File: src/rtl/pipe_pkg.sv
// Shared definitions for the RV32 pipeline-stage registers: default field
// widths, the bubble opcode and the immediate-select code type.
package pipe_pkg;

   localparam int unsigned DATA_W_DEF    = 32;
   localparam int unsigned RD_W_DEF      = 5;
   localparam int unsigned OPC_W_DEF     = 5;
   localparam int unsigned IMM_SEL_W_DEF = 3;

   // Opcode presented by a bubble (reset or flush).
   localparam logic [OPC_W_DEF-1:0] NOP_OPC = '0;

   typedef logic [IMM_SEL_W_DEF-1:0] imm_sel_t;

endpackage

File: src/rtl/pipe_sat_cnt.sv
// 32-bit saturating event counter, cleared only by reset.
// Ports:
//   clk    rising-edge clock
//   rst    synchronous active-high reset, clears the count
//   inc_i  count one event on this edge
//   cnt_o  current count, sticks at all-ones
module pipe_sat_cnt (
   input  logic        clk,
   input  logic        rst,
   input  logic        inc_i,
   output logic [31:0] cnt_o
);

   localparam int unsigned CNT_W = 32;

   logic [CNT_W-1:0] cnt;

   // Increment unless already at the ceiling.
   always_ff @(posedge clk) begin
      if (rst) begin
         cnt <= '0;
      end else if (inc_i && (cnt != '1)) begin
         cnt <= cnt + CNT_W'(1);
      end
   end

   assign cnt_o = cnt;

endmodule

File: src/rtl/pipe_stage.sv
// Generic RV32 pipeline-stage register with stall (hold), flush (bubble),
// x0 write suppression and hazard-match outputs for decode-stage sources.
// Update priority per edge: rst > flush_i > stall_i > load.
// Optional macro PIPE_STAGE_PERF_CNT_EN adds saturating stall/bubble counters.
// Ports:
//   clk, rst            clock and synchronous active-high reset
//   stall_i, flush_i    hold stage / replace stage with bubble
//   valid_i .. opcode_i upstream instruction fields
//   rs1_i, rs2_i        decode-stage sources for hazard compare
//   valid_o .. opcode_o registered stage contents
//   hit_rs1_o/hit_rs2_o stage will write the given source (from held state)
//   stall_cnt_o, bubble_cnt_o  (macro only) performance counters
module pipe_stage
   import pipe_pkg::*;
#(
   parameter int unsigned DATA_W    = DATA_W_DEF,
   parameter int unsigned RD_W      = RD_W_DEF,
   parameter int unsigned OPC_W     = OPC_W_DEF,
   parameter int unsigned IMM_SEL_W = IMM_SEL_W_DEF
) (
   input  logic                 clk,
   input  logic                 rst,
   input  logic                 stall_i,
   input  logic                 flush_i,
   input  logic                 valid_i,
   input  logic [RD_W-1:0]      rd_i,
   input  logic                 rd_wren_i,
   input  logic [DATA_W-1:0]    data_i,
   input  logic [IMM_SEL_W-1:0] imm_select_i,
   input  logic [OPC_W-1:0]     opcode_i,
   input  logic [RD_W-1:0]      rs1_i,
   input  logic [RD_W-1:0]      rs2_i,
   output logic                 valid_o,
   output logic [RD_W-1:0]      rd_o,
   output logic                 rd_wren_o,
   output logic [DATA_W-1:0]    data_o,
   output logic [IMM_SEL_W-1:0] imm_select_o,
   output logic [OPC_W-1:0]     opcode_o,
   output logic                 hit_rs1_o,
   output logic                 hit_rs2_o
`ifdef PIPE_STAGE_PERF_CNT_EN
   ,
   output logic [31:0]          stall_cnt_o,
   output logic [31:0]          bubble_cnt_o
`endif
);

   // Stage registers: reset and flush both produce a pure bubble.
   always_ff @(posedge clk) begin
      if (rst || flush_i) begin
         valid_o      <= 1'b0;
         rd_o         <= '0;
         rd_wren_o    <= 1'b0;
         data_o       <= '0;
         imm_select_o <= '0;
         opcode_o     <= OPC_W'(NOP_OPC);
      end else if (!stall_i) begin
         valid_o      <= valid_i;
         rd_o         <= rd_i;
         // Writes to x0 and writes from invalid slots never reach the file.
         rd_wren_o    <= rd_wren_i & valid_i & (rd_i != RD_W'(0));
         data_o       <= data_i;
         imm_select_o <= imm_select_i;
         opcode_o     <= opcode_i;
      end
   end

   // Hazard match from held state; x0 is never a hazard.
   assign hit_rs1_o = valid_o & rd_wren_o & (rs1_i != RD_W'(0)) & (rd_o == rs1_i);
   assign hit_rs2_o = valid_o & rd_wren_o & (rs2_i != RD_W'(0)) & (rd_o == rs2_i);

`ifdef PIPE_STAGE_PERF_CNT_EN
   logic stall_inc;
   logic bubble_inc;

   // Bubble events: a flush, or a load of an invalid slot.
   assign stall_inc  = stall_i & ~flush_i;
   assign bubble_inc = flush_i | (~stall_i & ~valid_i);

   pipe_sat_cnt u_stall_cnt (
      .clk   (clk),
      .rst   (rst),
      .inc_i (stall_inc),
      .cnt_o (stall_cnt_o)
   );

   pipe_sat_cnt u_bubble_cnt (
      .clk   (clk),
      .rst   (rst),
      .inc_i (bubble_inc),
      .cnt_o (bubble_cnt_o)
   );
`endif

endmodule

File: config.mk
export PLATFORM = sky130hd
export DESIGN_NAME = pipe_stage
export DESIGN_NICKNAME = d
export VERILOG_FILES = /design/src/rtl/pipe_pkg.sv /design/src/rtl/pipe_sat_cnt.sv /design/src/rtl/pipe_stage.sv
export SDC_FILE = /design/constraint.sdc
export NUM_CORES = 1
export LEC_CHECK = 0
export CORE_ASPECT_RATIO = 1.2
export CORE_UTILIZATION = 41
export CTS_BUF_LIST = sky130_fd_sc_hd__clkbuf_2
export DETAILED_ROUTE_END_ITERATION = 8
export PLACE_DENSITY = 0.87
export SLEW_MARGIN = 10
export SYNTH_ARGS = -nofsm -noshare
export SYNTH_HDL_FRONTEND = slang
export SYNTH_SLANG_ARGS = --single-unit
File: constraint.sdc
create_clock -name clk -period 2.33 [get_ports clk]
set_input_delay 0.233 -clock clk [delete_from_list [all_inputs] [get_ports clk]]
set_output_delay 0.233 -clock clk [all_outputs]
set_load 0.005 [all_outputs]
==> results of run 1 <==
worst paths after layout:
path / end / startpoint / depth (start not counted)
min reg2reg: rd_wren_o / rd_wren_o / 2
min: rd_wren_o / stall_i / 3
max: hit_rs2_o / rd_o[4] / 4
max reg2reg: rd_o[1] / rd_o[1] / 2
power by group through the flow:
stage	Combinational (mW)	Clock, mW	Sequential (mW)
after CTS	0.276	0.327	0.849
final	0.274	0.308	0.847
after global routing	0.296	0.364	0.852
after floorplan	0.105	0	0.865
after global placement	0.268	0	0.863
after detailed placement	0.274	0	0.864
cells in the mapped netlist (all sizes together):
| cell | count | area, um2 |
|---|---|---|
| nor2 | 49 | 184 |
| dfxtp | 47 | 941 |
| mux2i | 46 | 460 |
| buf | 10 | 71.3 |
| xnor2 | 6 | 52.6 |
| nand2 | 4 | 15.0 |
| a21oi | 2 | 10.0 |
| nand3 | 2 | 10.0 |
| xor2 | 2 | 17.5 |
| a2111oi | 1 | 10.0 |
| a211o | 1 | 8.76 |
| and2 | 1 | 6.26 |
| clkbuf | 1 | 3.75 |
| nor3 | 1 | 5.00 |
| nor4 | 1 | 6.26 |
| o41ai | 1 | 8.76 |
| or2 | 1 | 6.26 |
| or4 | 1 | 7.51 |
worst max-delay path, stage by stage, from the launching register on:
cell and delay (ns):
dfxtp_1 0.46, and2_1 0.16, a21oi_1 0.04, nor4_1 0.25
clkdlybuf4s50_1 0.54
repair_timing:
action	in CTS	in global routing
endpoints found under the hold margin	0	0
gates resized for setup	0	6
endpoints found under the setup margin	0	1
placed cells by master (no fill, tap or decap), drive strengths merged, types with 2 or more instances in the layout:
cell type | netlist | routed
clkinv | 0 | 2
nor2 | 49 | 49
mux2i | 46 | 46
nand3 | 2 | 2
xor2 | 2 | 2
clkbuf | 1 | 6
buf | 10 | 4
nand2 | 4 | 4
a21oi | 2 | 2
dfxtp | 47 | 47
clkdlybuf4s50 | 0 | 107
xnor2 | 6 | 6
sequential cells by signal, indices dropped and copies added, names as in the netlist:
name and count:
rd_o 5, imm_select_o 3, rd_wren_o 1, data_o 32, opcode_o 5, valid_o 1
layout make-up:
cell class                      instances  share of cell area [%]
Clock inverter                          2                   0.251
Sequential cell                        47                    31.7
Multi-Input combinational cell        119                    27.2
Clock buffer                            6                    1.00
Tap cell                               56                    2.34
Timing Repair Buffer                  112                    37.6
per-stage QoR:
step	std cells	instance area (um2)	setup WS [ns]	hold slack, ns	util [%]
after detailed placement	334	2940	0.191	0.486	69.0
after floorplan	177	1820	1.09	0.377	-
after global placement	334	2940	0.226	0.472	69.0
after global routing	342	2990	0.0261	0.323	70.2
final	342	2990	0.250	0.331	70.2
after CTS	342	2980	0.0162	0.300	69.9
metal layers:
metal / vias to the layer above / GRT usage, % / routed length, um
met1: 758 / 17.4 / 1710
met3: 9 / 6.21 / 269
met5: - / 0 / 0
met4: 0 / 8.79 / 100
li1: 802 / - / -
met2: 66 / 37.8 / 2430
cell families after synthesis:
group	share of synthesized area [%]
flops	51.6
buf+inv	4.12
compound gates	2.06
simple gates	13.2
xor+xnor	3.84
mux	25.2
==> qor.txt, run 1 <==
Status: complete, no violations
Iter 0 DRT Violations: 53
Int Pwr: 1.09 mW
CTS sink cnt: 47
Routed len/inst: 13.2 um
Static leakage: 1.23 nW
H-tree levels: 2
Worst-Margin Slew: 0.535 ns
Vias in the first global route: 1600
Layout Nets: 346
Fin crit period: 2.08 ns
Setup CP Type: reg2out
Pwr dens: 478 nW/um2
Syn-to-layout area delta: 64.0%
Antenna diodes: 0
HPWL Detailed: 3390 um
# DRC: 0
Final slew viol count: 0
# IOs: 110
First-pass GRT wire length: 6890 um
Setup TNS Final: 0 ns
CTS Root Cell: clkbuf_2
Critical path capture point type: output port
DR vias/cell: 4.78
Slew headroom: 64.4%
Synth cell types: 20
Mapped Cells: 177
Largest net degree at the start of global routing: 48
Critical path arrival: 1.85 ns
Sequential cell area fraction in the yosys report: 51.6%
Total setup buffers inserted after CTS: 0
Critical path launch point type: flop
# fillers: 369
Die Wd: 62.9 um
Hold Fails Final Rpt: 0
Chip height: 75.1 um
Fin crit share: 89.3%
Gate power share: 19.2%
Unrepaired setup endpoints after global routing: false
Cts bufs inserted: 5
Final ANT Viol Nets: 0
Buffers on Ports: 109
Register share of total power: 59.3%
Psw: 0.343 mW
Total number of vias: 1635
1st-pass router iterations: 4
Critical Path RT: 2.10 ns
Synth Cell Area: 1820 um2
Clk pwr share: 21.6%
Max_cap viols: 0
Hold-fix buffers, CTS: 0
Peak supply drop: 0.315 mV
FF+latch count, synth: 47
Rows: 26
CTS Buffer Depth: 2
YS warnings: 0
CTS tree: done
DRT Wirelength: 4510 um
Share of cells above drive strength 1: 4.90%
Synth Area per Inst: 10.3 um2
Critical path peak fanout: 6
R2R setup slack: 1.60 ns
Clock Pin Slew Worst Setup and Hold Paths: 0.19 ns
Multi-input logic area: 813 um2
Tot Pwr: 1.43 mW
Initial antenna violation count: 0
Core ar.: 4260 um2
GRT overflow: 0
Hold WC Path Type: in2reg
Max Clk Rate: 0.481 GHz
Die area: 4720 um2
Total GRT Usage: 18.9%
Clock Latency Late Sink: 0.39 ns
Switching Share: 24.0%
Setup-failing EPs final: 0
Setup Skew: 0 ns
Post-Syn Nets: 238
Initial Util: 42.8%
Routability cong.: 0.771
Area taken by flip-flops and latches: 947 um2
Power figures use the tool's default switching activity.
==> inputs of run 2 (changes only) <==
GPL_TIMING_DRIVEN = 0   (was not set)
==> run 2 against run 1 <==
  * Count of clock-buffer cells in the layout decreased by 1
  * Non-clock buffer count increased by 7
  * Final cell count increased by 1.8%
  * First-iteration DRC count increased by 21%
  * Register-to-register slack improved by 0.03 ns
  * Sequential cell count unchanged
  * Sequential power about the same
  * Routed wire length decreased by 4.1%
  * Total power increased by 8.3%
  * Clock skew unchanged
  * Setup slack got worse by 0.031 ns
  * Critical path type unchanged
  * Critical endpoint unchanged
  * Largest cell class unchanged
==> qor.txt, run 2 (synthesized netlist as in run 1, its figures left out) <==
Status: complete, no violations
Total GRT Usage: 18.8% (-0.13 points)
Final cell count without fillers: 348 (+1.8%)
Max_cap viols: 0 (unchanged)
Top reg by flops: data_o
Largest register FFs: 32 (unchanged)
Pwr dens: 509 nW/um2 (+6.5%)
# DRC: 0 (unchanged)
Initial antenna violation count: 0 (unchanged)
Initial Util: 42.8% (unchanged)
Critical path capture point type: output port
Worst Setup SP: rd_o[4]
Final WS setup: 0.219 ns (-0.0310 ns)
Total number of vias: 1637 (+0.12%)
Critical path peak fanout: 6 (unchanged)
Final slew viol count: 0 (unchanged)
Share of cells above drive strength 1: 6.85% (+2.0 points)
Gate power share: 17.8% (-1.4 points)
DRT Wirelength: 4330 um (-4.1%)
DP Cell Count: 341 (+2.1%)
Most frequent cells in the layout: 107 x clkdlybuf4s50_1, 49 x nor2_1, 46 x mux2i_1, 44 x dfxtp_1
Clock Pin Slew Worst Setup and Hold Paths: 0.23 ns (+0.04 ns)
Slew headroom: 72.8% (+8.5 points)
Total setup buffers inserted after CTS: 0 (unchanged)
CTS Buffer Depth: 2 (unchanged)
HPWL Detailed: 3410 um (+0.49%)
Cts bufs inserted: 5 (unchanged)
Fin crit share: 90.6% (+1.3 points)
Area post-placement: 2980 um2 (+1.2%)
CTS Root Cell: clkbuf_2
Syn-to-layout area delta: 66.9%
Routability cong.: 0.771 (about the same)
GRT overflow: 0 (unchanged)
# IOs: 110 (unchanged)
Iter 0 DRT Violations: 64 (+21%)
Min-delay src: stall_i
Psw: 0.354 mW (+3.3%)
Hold Fails Final Rpt: 0 (unchanged)
Clk pwr share: 27.5% (+5.9 points)
Core ar.: 4260 um2 (unchanged)
Buffers on Ports: 108 (-0.92%)
Commonest non-fill, non-tap cell in the layout: clkdlybuf4s50_1
Launch point of the worst reg-to-reg path: rd_o[1]
CTS tree: done
Hold WC Path Type: in2reg
Die area: 4720 um2 (unchanged)
Setup CP Type: reg2out
Clock Latency Late Sink: 0.41 ns (+0.02 ns)
Design area: 3040 um2 (+1.8%)
Critical path launch point type: flop
Critical Path RT: 2.10 ns (about the same)
Die Wd: 62.9 um (unchanged)
Final ANT Viol Nets: 0 (unchanged)
Register share of total power: 54.7% (-4.6 points)
Setup Skew: 0 ns (unchanged)
Peak supply drop: 0.322 mV (+2.0%)
Critical path arrival: 1.88 ns (+0.03 ns)
Unrepaired setup endpoints after global routing: false
First-pass GRT wire length: 6730 um (-2.3%)
Setup-failing EPs final: 0 (unchanged)
Worst-Margin Slew: 0.408 ns (-0.127 ns)
Static leakage: 1.26 nW (+2.3%)
Rows: 26 (unchanged)
Largest regs: data_o (32), opcode_o (5), rd_o (5)
Switching Share: 22.9% (-1.1 points)
Fin crit period: 2.11 ns (+0.0310 ns)
DR vias/cell: 4.70 (-1.6%)
1st-pass router iterations: 4 (unchanged)
Routed len/inst: 12.4 um (-5.7%)
Antenna diodes: 0 (unchanged)
Layout Nets: 353 (+2.0%)
Setup TNS Final: 0 ns (unchanged)
Hold-fix buffers, CTS: 0 (unchanged)
H-tree levels: 2 (unchanged)
Max Clk Rate: 0.474 GHz (-1.5%)
CTS sink cnt: 47 (unchanged)
Largest net degree at the start of global routing: 15 (-69%)
Vias in the first global route: 1529 (-4.4%)
Place WS: 0.196 ns (+0.00551 ns)
Int Pwr: 1.19 mW (+9.9%)
Chip height: 75.1 um (unchanged)
R2R setup slack: 1.63 ns (+0.03 ns)
==> run 2: critical path, cell delays in order, from the launching register on <==
cell and delay [ns]:
dfxtp_1 0.46, and2_1 0.17, a21oi_1 0.05, nor4_1 0.25, clkdlybuf4s50_1 0.56
==> run 2: layer usage <==
metal	wire (um)	GRT usage, %	vias to the layer above	part of all wire (%)
li1	-	-	823	-
met1	1730	20.6	741	40
met2	2220	32.7	66	51
met3	304	7.58	7	7.0
met4	65	7.49	0	1.5
met5	0	0	-	0
==> run 2: power by group through the flow <==
| stage | Sequential [mW] | Clock, mW | Combinational (mW) |
|---|---|---|---|
| 3_5_place_dp | 0.864 | 0 | 0.278 |
| 4_1_cts | 0.848 | 0.440 | 0.279 |
| 5_1_grt | 0.853 | 0.479 | 0.298 |
| 6_report | 0.848 | 0.425 | 0.276 |
| 3_3_place_gp | 0.863 | 0 | 0.274 |
| 2_1_floorplan | 0.865 | 0 | 0.105 |
==> run 2: final timing paths <==
| path | cells after the start | end |
|---|---|---|
| setup / recovery | 4 | hit_rs2_o |
| hold / removal | 4 | opcode_o[4] |
| setup reg to reg | 2 | rd_o[1] |
| hold reg to reg | 2 | opcode_o[1] |
==> run 2: cell type report <==
class,count,area [um2]
Tap cell,56,70.1
Clock buffer,5,25.0
Fill cell,346,1220
Sequential cell,47,945
Timing Repair Buffer,108,1080
Multi-Input combinational cell,119,808
Clock inverter,2,37.5
Buffer,11,75.1
==> run 2: through the flow <==
step	hold WS, ns	total power [mW]	utilization, %
final	0.257	1.55	71.4
after global placement	0.473	1.14	69.8
after detailed placement	0.485	1.14	69.8
after CTS	0.249	1.57	71.3
after global routing	0.221	1.63	71.4
after floorplan	0.377	0.970	-
==> run 2: repair_timing <==
item                                    4_1_cts  5_1_grt
endpoints found under the hold margin         0        0
gates resized for setup                       0        4
endpoints found under the setup margin        0        1
==> inputs of run 3 (changes only) <==
CORE_UTILIZATION = 38   (was 41)
CTS_BUF_LIST = sky130_fd_sc_hd__clkbuf_8   (was sky130_fd_sc_hd__clkbuf_2)
GPL_ROUTABILITY_DRIVEN = 0   (was not set)
PLACE_DENSITY = 0.82   (was 0.87)
clock period = 2.4 ns   (was 2.33 ns; I/O delays follow)
==> run 3 against run 2 <==
  * Die area up 7.7%
  * First-iteration DRC count down 34%
  * Utilization down 4.7 points
  * Critical path type is now in2out
  * Sequential share of layout area down 0.35 points
  * Critical endpoint is now hit_rs1_o
  * Register-to-register slack better by 0.09 ns
==> qor.txt, run 3 (synthesized netlist as in run 1, its figures left out) <==
Final WS setup: 0.216 ns (-0.00271 ns)
DR vias/cell: 4.66 (-1.0%)
Routed len/inst: 12.3 um (-0.72%)
Chip height: 77.9 um (+3.8%)
Total GRT Usage: 17.4% (-1.4 points)
Total number of vias: 1634 (-0.18%)
# fillers: 404 (+17%)
Final slew viol count: 0 (unchanged)
Buffers on Ports: 108 (unchanged)
Critical path capture point type: output port
Initial Util: 39.7% (-3.1 points)
R2r endpoint: rd_o[1]
Fin crit period: 2.18 ns
Peak supply drop: 0.358 mV (+11%)
Slowest stage delay, CP: 0.59 ns (+0.03 ns)
Total setup buffers inserted after CTS: 0 (unchanged)
Setup TNS Final: 0 ns (unchanged)
1st-pass router iterations: 4 (unchanged)
Worst Setup SP: rs1_i[3]
GRT overflow: 0 (unchanged)
CP max-delay cell: clkdlybuf4s50_1
Max Clk Rate: 0.458 GHz
Rows: 27 (+3.8%)
Hold Fails Final Rpt: 0 (unchanged)
CTS Buffer Depth: 2 (unchanged)
Largest regs: data_o (32), opcode_o (5), rd_o (5)
Top cell by count, worst path: clkdlybuf4s50_1
Worst-Margin Slew: 0.422 ns (+0.0143 ns)
Critical Path RT: 2.16 ns (+0.06 ns)
Fin crit share: 91.0%
Setup Skew: 0 ns (unchanged)
Met1 global-route usage: 18.3% (-2.3 points)
CTS resizes: 0 (unchanged)
Critical path launch point type: primary input
Place WS: 0.234 ns (+0.0375 ns)
End point of the critical path: hit_rs1_o
R2R depth: 2 (unchanged)
CTS sink cnt: 47 (unchanged)
Vias in the first global route: 1667 (+9.0%)
Unrepaired setup endpoints after global routing: false
Static leakage: 1.24 nW (-1.2%)
Layout Nets: 353 (unchanged)
GR Util met3: 4.12% (-3.5 points)
CTS Root Cell: clkbuf_8
Iter 0 DRT Violations: 42 (-34%)
Antenna diodes: 0 (unchanged)
Clock Pin Slew Worst Setup and Hold Paths: 0.09 ns (-0.14 ns)
Share of cells above drive strength 1: 6.14% (-0.71 points)
# IOs: 110 (unchanged)
Met2 Usage GRT: 32.3% (-0.47 points)
H-tree levels: 2 (unchanged)
Largest register FFs: 32 (unchanged)
DRT Wirelength: 4330 um (+0.14%)
Area taken by flip-flops and latches: 941 um2 (-0.40%)
Status: complete, no violations
Most frequent cells in the layout: 108 x clkdlybuf4s50_1, 49 x nor2_1, 47 x dfxtp_1, 46 x mux2i_1
GR peak layer: met2
Multi-input logic area: 808 um2 (unchanged)
# DRC: 0 (unchanged)
Critical path arrival: 1.94 ns (+0.06 ns)
First-pass GRT wire length: 6990 um (+3.9%)
Setup CP Type: in2out
Hold WC Path Type: in2reg
Initial antenna violation count: 0 (unchanged)
HPWL Detailed: 3400 um (-0.21%)
Die Wd: 65.3 um (+3.8%)
Critical path peak fanout: 2 (-4)
CTS tree: done
Die area: 5080 um2 (+7.7%)
Crit-path cells: clkdlybuf4s50_1 -> xnor2_1 -> nand3_1 -> a2111oi_1 -> clkdlybuf4s50_1
Final ANT Viol Nets: 0 (unchanged)
Hold-fix buffers, CTS: 0 (unchanged)
Commonest non-fill, non-tap cell in the layout: clkdlybuf4s50_1
Top reg by flops: data_o
Core ar.: 4590 um2 (+7.8%)
Launch point of the worst reg-to-reg path: rd_o[1]
Max_cap viols: 0 (unchanged)
R2R setup slack: 1.72 ns (+0.09 ns)
Largest net degree at the start of global routing: 16 (+1)
Setup-failing EPs final: 0 (unchanged)
Slew headroom: 71.9% (-0.96 points)
Pwr dens: 504 nW/um2 (-0.85%)
Cts bufs inserted: 5 (unchanged)
Syn-to-layout area delta: 68.1%
Final Util: 66.7% (-4.7 points)
Clock Latency Late Sink: 0.29 ns (-0.12 ns)
==> run 3: cell count changes in the layout (fill, tap and decap cells not counted) <==
cell / previous run / this run
bufinv_16: 1 / 0
clkbuf_2: 5 / 0
clkbuf_8: 0 / 5
clkdlybuf4s50_1: 107 / 108
clkinv_2: 0 / 1
clkinvlp_4: 1 / 2
dfxtp_1: 44 / 47
dfxtp_2: 3 / 0
dlymetal6s2s_1: 1 / 0
==> run 3: metrics by stage <==
stage / area [um2] / power, mW / hold slack [ns] / std cells
floorplan: 1820 / 0.941 / 0.384 / 177
global placement: 2980 / 1.10 / 0.474 / 343
detailed placement: 2980 / 1.11 / 0.484 / 343
CTS: 3070 / 1.57 / 0.406 / 351
global route: 3070 / 1.62 / 0.441 / 351
finish: 3070 / 1.55 / 0.410 / 351
==> run 3: layout make-up <==
cell class / instances / area share (%)
sequential: 47 / 30.7
buffer: 11 / 2.45
tap: 58 / 2.37
timing repair buffer: 108 / 35.3
clock buffer: 5 / 2.24
multi-input combinational: 119 / 26.4
clock inverter: 3 / 0.653
==> run 3: how the worst min path moves through the flow <==
stage	from	endpoint	cells past startpoint
6_report	stall_i	imm_select_o[2]	4
2_1_floorplan	data_i[0]	data_o[0]	2
3_3_place_gp	data_o[26]	data_o[26]	2
3_5_place_dp	imm_select_o[1]	imm_select_o[1]	2
5_1_grt	stall_i	data_o[22]	4
4_1_cts	stall_i	imm_select_o[2]	4
==> run 3: worst max-delay path: cells and delay by family <==
family                    cells  cell delay, ns
AOI/OAI and AO/OA             1            0.37
xor gates and xnor gates      1            0.13
and+or+nand+nor               1            0.10
buffers and inverters         2            1.10
==> run 3: per-layer routing <==
metal / vias to the layer above / wire length [um]
li1: 818 / -
met1: 751 / 1740
met2: 61 / 2240
met3: 4 / 305
met4: 0 / 46
met5: - / 0
==> run 3: where the power goes <==
part           total, mW  switching, mW  internal (mW)
clock              0.459          0.256          0.203
combinational      0.268         0.0868          0.181
sequential         0.820         0.0154          0.805
total               1.55          0.358           1.19
